<file path="config.mk">
export PLATFORM = sky130hd
export DESIGN_NAME = pipe_stage_reg
export DESIGN_NICKNAME = d
export VERILOG_FILES = /design/src/rtl/pipe_stage_reg.sv
export SDC_FILE = /design/constraint.sdc
export NUM_CORES = 1
export LEC_CHECK = 0
export ABC_AREA = 1
export BUFFER_PORTS_ARGS = -buffer_cell sky130_fd_sc_hd__buf_2
export CAP_MARGIN = 20
export CORE_MARGIN = 8
export CORE_UTILIZATION = 55
export DETAILED_ROUTE_END_ITERATION = 6
export PLACE_DENSITY = 0.83
export RECOVER_POWER = 50
export SYNTH_ARGS = -nofsm -noshare
export SYNTH_HDL_FRONTEND = slang
export SYNTH_SLANG_ARGS = --single-unit
export TNS_END_PERCENT = 10
</file>
<file path="constraint.sdc">
create_clock -name clk -period 8.3 [get_ports clk]
set_clock_uncertainty 0.15 [all_clocks]
set_input_delay 0.415 -clock clk [delete_from_list [all_inputs] [get_ports clk]]
set_output_delay 0.415 -clock clk [all_outputs]
set_load 0.005 [all_outputs]
</file>
<file path="src/rtl/pipe_stage_reg.sv">
// Inter-stage pipeline register: valid/ready handshake, optional skid entry, flush,
// exception merge, Tnew countdown presentation and a saturating stall counter.
module pipe_stage_reg #(
  parameter int PAYLOAD_W = 128,
  parameter int ADDR_W    = 5,
  parameter int T_W       = 4,
  parameter int TUSE_IDLE = 4,
  parameter int EXC_W     = 5,
  parameter int SKID      = 1,
  parameter int DEC_TNEW  = 1,
  parameter int CNT_W     = 8
) (
  input  logic                 clk,
  input  logic                 reset,
  input  logic                 flush,
  input  logic                 in_valid,
  output logic                 in_ready,
  input  logic [PAYLOAD_W-1:0] in_payload,
  input  logic [ADDR_W-1:0]    in_dst_addr,
  input  logic [T_W-1:0]       in_tnew,
  input  logic [T_W-1:0]       in_rs_tuse,
  input  logic [T_W-1:0]       in_rt_tuse,
  input  logic                 in_exc,
  input  logic [EXC_W-1:0]     in_exc_code,
  input  logic                 local_exc,
  input  logic [EXC_W-1:0]     local_exc_code,
  output logic                 out_valid,
  input  logic                 out_ready,
  output logic [PAYLOAD_W-1:0] out_payload,
  output logic [ADDR_W-1:0]    out_dst_addr,
  output logic [T_W-1:0]       out_tnew,
  output logic [T_W-1:0]       out_rs_tuse,
  output logic [T_W-1:0]       out_rt_tuse,
  output logic                 out_exc,
  output logic [EXC_W-1:0]     out_exc_code,
  output logic [CNT_W-1:0]     stall_cnt
);

  typedef struct packed {
    logic [PAYLOAD_W-1:0] payload;
    logic [ADDR_W-1:0]    dst_addr;
    logic [T_W-1:0]       tnew;
    logic [T_W-1:0]       rs_tuse;
    logic [T_W-1:0]       rt_tuse;
    logic                 exc;
    logic [EXC_W-1:0]     exc_code;
  } entry_t;

  entry_t           main_q, main_d, skid_q, skid_d, in_entry;
  logic             main_valid_q, main_valid_d, skid_valid_q, skid_valid_d;
  logic [CNT_W-1:0] stall_cnt_q, stall_cnt_d;
  logic             accept, emit;

  // Upstream exception wins over one raised by the producing stage.
  always_comb begin
    in_entry.payload  = in_payload;
    in_entry.dst_addr = in_dst_addr;
    in_entry.tnew     = in_tnew;
    in_entry.rs_tuse  = in_rs_tuse;
    in_entry.rt_tuse  = in_rt_tuse;
    in_entry.exc      = in_exc | local_exc;
    if (in_exc)         in_entry.exc_code = in_exc_code;
    else if (local_exc) in_entry.exc_code = local_exc_code;
    else                in_entry.exc_code = '0;
  end

  always_comb begin
    out_valid = main_valid_q & ~flush;
    if (SKID != 0) in_ready = ~flush & ~skid_valid_q;
    else           in_ready = ~flush & (~main_valid_q | out_ready);
    accept = in_valid & in_ready;
    emit   = out_valid & out_ready;
  end

  always_comb begin
    main_d       = main_q;
    skid_d       = skid_q;
    main_valid_d = main_valid_q;
    skid_valid_d = skid_valid_q;
    if (emit) begin
      if (skid_valid_q) begin
        main_d       = skid_q;
        skid_valid_d = 1'b0;
      end else begin
        main_valid_d = 1'b0;
      end
    end
    // Arrivals fill main first; skid only takes one behind an occupied main.
    if (accept) begin
      if (!main_valid_d) begin
        main_d       = in_entry;
        main_valid_d = 1'b1;
      end else begin
        skid_d       = in_entry;
        skid_valid_d = 1'b1;
      end
    end
    if (flush) begin
      main_valid_d = 1'b0;
      skid_valid_d = 1'b0;
    end
  end

  always_comb begin
    if (!out_valid || out_ready) stall_cnt_d = '0;
    else if (stall_cnt_q != '1)  stall_cnt_d = stall_cnt_q + 1'b1;
    else                         stall_cnt_d = stall_cnt_q;
  end

  always_ff @(posedge clk) begin
    if (reset) begin
      main_valid_q <= 1'b0;
      skid_valid_q <= 1'b0;
      stall_cnt_q  <= '0;
    end else begin
      main_valid_q <= main_valid_d;
      skid_valid_q <= skid_valid_d;
      stall_cnt_q  <= stall_cnt_d;
    end
  end

  always_ff @(posedge clk) begin
    main_q <= main_d;
    skid_q <= skid_d;
  end

  always_comb begin
    out_payload  = '0;
    out_dst_addr = '0;
    out_tnew     = '0;
    out_rs_tuse  = T_W'(TUSE_IDLE);
    out_rt_tuse  = T_W'(TUSE_IDLE);
    out_exc      = 1'b0;
    out_exc_code = '0;
    if (out_valid) begin
      out_payload  = main_q.payload;
      out_dst_addr = main_q.dst_addr;
      if (DEC_TNEW != 0 && main_q.tnew != '0) out_tnew = main_q.tnew - 1'b1;
      else if (DEC_TNEW != 0)                 out_tnew = '0;
      else                                    out_tnew = main_q.tnew;
      out_rs_tuse  = main_q.rs_tuse;
      out_rt_tuse  = main_q.rt_tuse;
      out_exc      = main_q.exc;
      out_exc_code = main_q.exc_code;
    end
    stall_cnt = stall_cnt_q;
  end

endmodule

</file>
# Word level (Yosys, flattened, before mapping)
# Cells that the tools add are included.
# classes
add_sub_neg,2
n_eq_ne,1
mux,20
bitwise_logic,7
reduce_logical,6
# op_table
op,n
two-way mux 151 bit,4
two-way mux 128 bit,1
two-way mux 5 bit,4
two-way mux 4 bit,4
"adder 8 x 1 -> 8 bit, second input constant",1
"inequality test 8 bit, second input constant",1
two-way mux 1 bit,7
bitwise AND 1 bit,4
nonzero test 4 bit,1
OR reduction 2 bit,2
"subtractor 4 x 1 -> 4 bit, second input constant",1
NOT 1 bit,2
AND reduction 2 bit,1
zero test 1 bit,1
logical OR 1 bit,1
OR 1 bit,1
# word_totals
regBits,312
input_bits,162
output_inout_bits,161
wordCells,53

# Depth between registers and ports, before layout
# depth
ltp_word,6
ltp_mapped,9
ltp_nobuf,7

# Least setup slack after synthesis
# OpenSTA, ideal clock, no wires.
# synth_timing
path_kind,in2reg
from,input port flush
to,"register skid_q[0] (netlist name), enable pin"
setup_ns,0.504
arrival_ns,3.710
t_required_ns,7.646
path_slack_ns,3.936
cell_stages,5
path_buffers,0
path_cell_list,nor2_2 nand2_1 inv_1 nand2_1 inv_1
# synth_between
elab_chain_len,5
word_cells_on_any_way,7
classes_between,mux (1); bitwise (5); reduce/logical (1)
# synth_lines
element,line,source
from (decl),15,"input logic flush,"
NOT 1 bit (*),-,
bitwise AND 1 bit,68,out_valid = main_valid_q & ~flush;
bitwise AND 1 bit,72,emit = out_valid & out_ready;
two-way mux 1 bit,80,if (emit) begin
AND reduction 2 bit (no source line) (*),-,
to (signal assigned),124,skid_q <= skid_d;
to (decl),49,"entry_t main_q, main_d, skid_q, skid_d, in_entry;"
# Mark *: on every way between the ends. The rest lies on a longest branch, timed or not.
# A chain may end at the register's enable or synchronous reset.

==> metrics <==
outcome finished, violations left; failing checks max-capacitance violations, max-slew violations; first-pass GRT wire length 61.2 mm; Max Cap Viol 1; Req. time, crit path around 8.6 ns; Final Critical Period 4.67 ns; endpoints failing hold 0; # hold bufs at CTS 145; Warnings, synthesis 0; sequential fraction of the synthesis area about 58%; Setup TNS 0 ns; count of cell types in the netlist 24; sw frac a little under a quarter; Comb pwr share a little under an eighth; PnR worst setup slack ~3.6 ns; net count after synthesis about 1,900; clk root buf clkbuf_16; Boundary Pins about 320; Num Clock Sinks 312; DIE WIDTH 172 um; Chip Height 172 um; GRT Total Usage between 20% and 30%; TritonCTS clock tree built; Psw between 0.8 and 0.9 mW; # resized after CTS 0; vias in the first global route between 10,000 and 15,000; clock transition at the registers of the reported paths around 0.070 ns; Worst Tran Pin Value roughly 2.2 ns; TritonRoute pass-1 iters 5; Final Routed Wirelength ~39 mm; Fill cells 1,813; Fmax roughly 210 MHz; RSZ-0062 raised after global routing no; Critical Path AT 4.96 ns; most common cell after layout, fill and taps aside nand2_1; Post-Route Hold Slack 0.0200 ns; hold path depth 4; Tcrit/Tclk final a little under three fifths; Congestion Overflow GR 0; clock power share 38.9%; initial core utilization 55.4%; Port-buffer cells around 320; Post CTS Setup Buffer Count 0; Worst Hold Class in -> reg; core area ~24,000 sq um; Critical Path Source Type flop; CP Class reg -> reg; crit path capture type flop; Post-layout nets approximately 2,300; Iter 0 DRT Violations 1,151; layout cell share with drive strength beyond 1 a little under a tenth; most frequent cells in the layout 638 x nand2_1, 314 x inv_1, 193 x clkbuf_1; Sequential Power Share approximately 50%; #FFs+latches synth 312; largest net degree at the start of global routing between 150 and 200; area of the die between 20,000 and 30,000 sq um; CTS buffer count 31; FF-to-FF path depth 7; synthesized cell area 13,400 sq um; routability congestion estimate ~0.84; number of vias in the routed layout 12,300; clk_lat worst skew around 0.55 ns; Max IR drop VDD around 0.26 mV; Cell Int Power roughly 2.7 mW; Worst Path Max Fanout 83; initial antenna violation count 4; Detailed Place HPWL ~22 mm; Area growth, synth to finish 29.4%; worst rel slew slack -47.9%; ANT nets after route 0; DRC violations left 0; Leakage 8.71 nW; clock buffer depth 3; DR WL/cell 15.7 um; Final setup viols 0; H-tree Lvls 1; # rows 57; Pwr Density roughly 210 nW/um^2; DR vias/cell 4.95; mean post-synth cell area 7.84 sq um; Final Max Slew Viols 61; Mapped Cells between 1,500 and 2,000; worst slack, placed ~4.8 ns
layout make-up:
| cell class | count | area (sq um) | share of cell area (%) |
|---|---|---|---|
| antenna | 4 | 10.0 | 0.0579 |
| clock buffer | 44 | 845 | 4.89 |
| clock inverter | 14 | 146 | 0.847 |
| inverter | 320 | 1210 | 6.99 |
| multi-input combinational | 991 | 4010 | 23.2 |
| sequential | 312 | 7760 | 44.9 |
| tap | 324 | 405 | 2.35 |
| timing repair buffer | 474 | 2900 | 16.8 |
worst max-delay path: stages (launching register included):
cell	delay, ns
dfxtp_1	0.32
nand2_1	1.55
nor2_1	0.33
nand2_4	0.72
buf_4	0.87
nand2_1	0.21
nand3_1	0.21
nand2_1	0.10
metrics by stage:
| step | instance area [sq um] | total power, mW | cells | util (%) |
|---|---|---|---|---|
| after CTS | 17500 | 3.56 | 2479 | 72.7 |
| after floorplan | 13400 | 2.02 | 1703 | - |
| after detailed placement | 15100 | 2.13 | 2276 | 62.6 |
| final | 17300 | 3.55 | 2483 | 71.7 |
| after global routing | 17300 | 3.69 | 2483 | 71.7 |
| after global placement | 15100 | 2.11 | 2276 | 62.6 |
state kept, by name (all words and copies together), names as in the netlist:
signal	cells
main_valid_q	1
main_q	151
skid_valid_q	1
stall_cnt	8
skid_q	151
layer usage:
layer | GRT usage [%] | routed length, um | up-vias
li1 | - | - | 5943
met1 | 29.7 | 14800 | 5659
met2 | 44.7 | 19500 | 546
met3 | 4.96 | 2890 | 137
met4 | 13.5 | 1820 | 0
met5 | 0 | 0 | -
cell families (layout without fill, tap and decap cells):
family | Yosys count | after routing | share of synthesized area (%)
AND/OR/NAND/NOR | 972 | 972 | 29.1
buffers and inverters | 400 | 852 | 11.8
flip-flops | 312 | 312 | 58.1
AO/OA/AOI/OAI | 14 | 14 | 0.562
adder cells (fa/ha/maj) | 3 | 3 | 0.281
XOR/XNOR | 2 | 2 | 0.131
other | 0 | 4 | 0
power by group through the flow:
stage               sequential [mW]  clock [mW]  combinational, mW
detailed placement             1.79           0              0.344
CTS                            1.76        1.40              0.404
floorplan                      1.78           0              0.237
global route                   1.77        1.46              0.462
finish                         1.76        1.38              0.407
global placement               1.78           0              0.326
final timing paths:
| path | from | to | slack, ns |
|---|---|---|---|
| setup reg to reg | main_valid_q$_SDFF_PP0_ | main_q[123]$_DFF_P_ | 3.63 |
| hold reg to reg | main_valid_q$_SDFF_PP0_ | main_valid_q$_SDFF_PP0_ | 0.35 |
| setup / recovery | main_valid_q$_SDFF_PP0_ | main_q[123]$_DFF_P_ | 3.63 |
| hold / removal | reset | skid_valid_q$_SDFF_PP0_ | 0.02 |
synth_stat cells (all sizes together):
| cell type | instances | area, sq um |
|---|---|---|
| o211ai | 1 | 7.51 |
| a31oi | 2 | 12.5 |
| edfxtp | 151 | 4530 |
| o21ai | 7 | 35.0 |
| ha | 3 | 37.5 |
| buf | 53 | 275 |
| clkbuf | 27 | 101 |
| nor3 | 1 | 10.0 |
| inv | 320 | 1200 |
| nor2 | 170 | 663 |
| dfxtp | 161 | 3220 |
| a21oi | 4 | 20.0 |
| nand3 | 160 | 801 |
| xnor2 | 1 | 8.76 |
| or2 | 1 | 6.26 |
| nand2 | 640 | 2400 |
| xor2 | 1 | 8.76 |
Power figures use the tool's default switching activity.
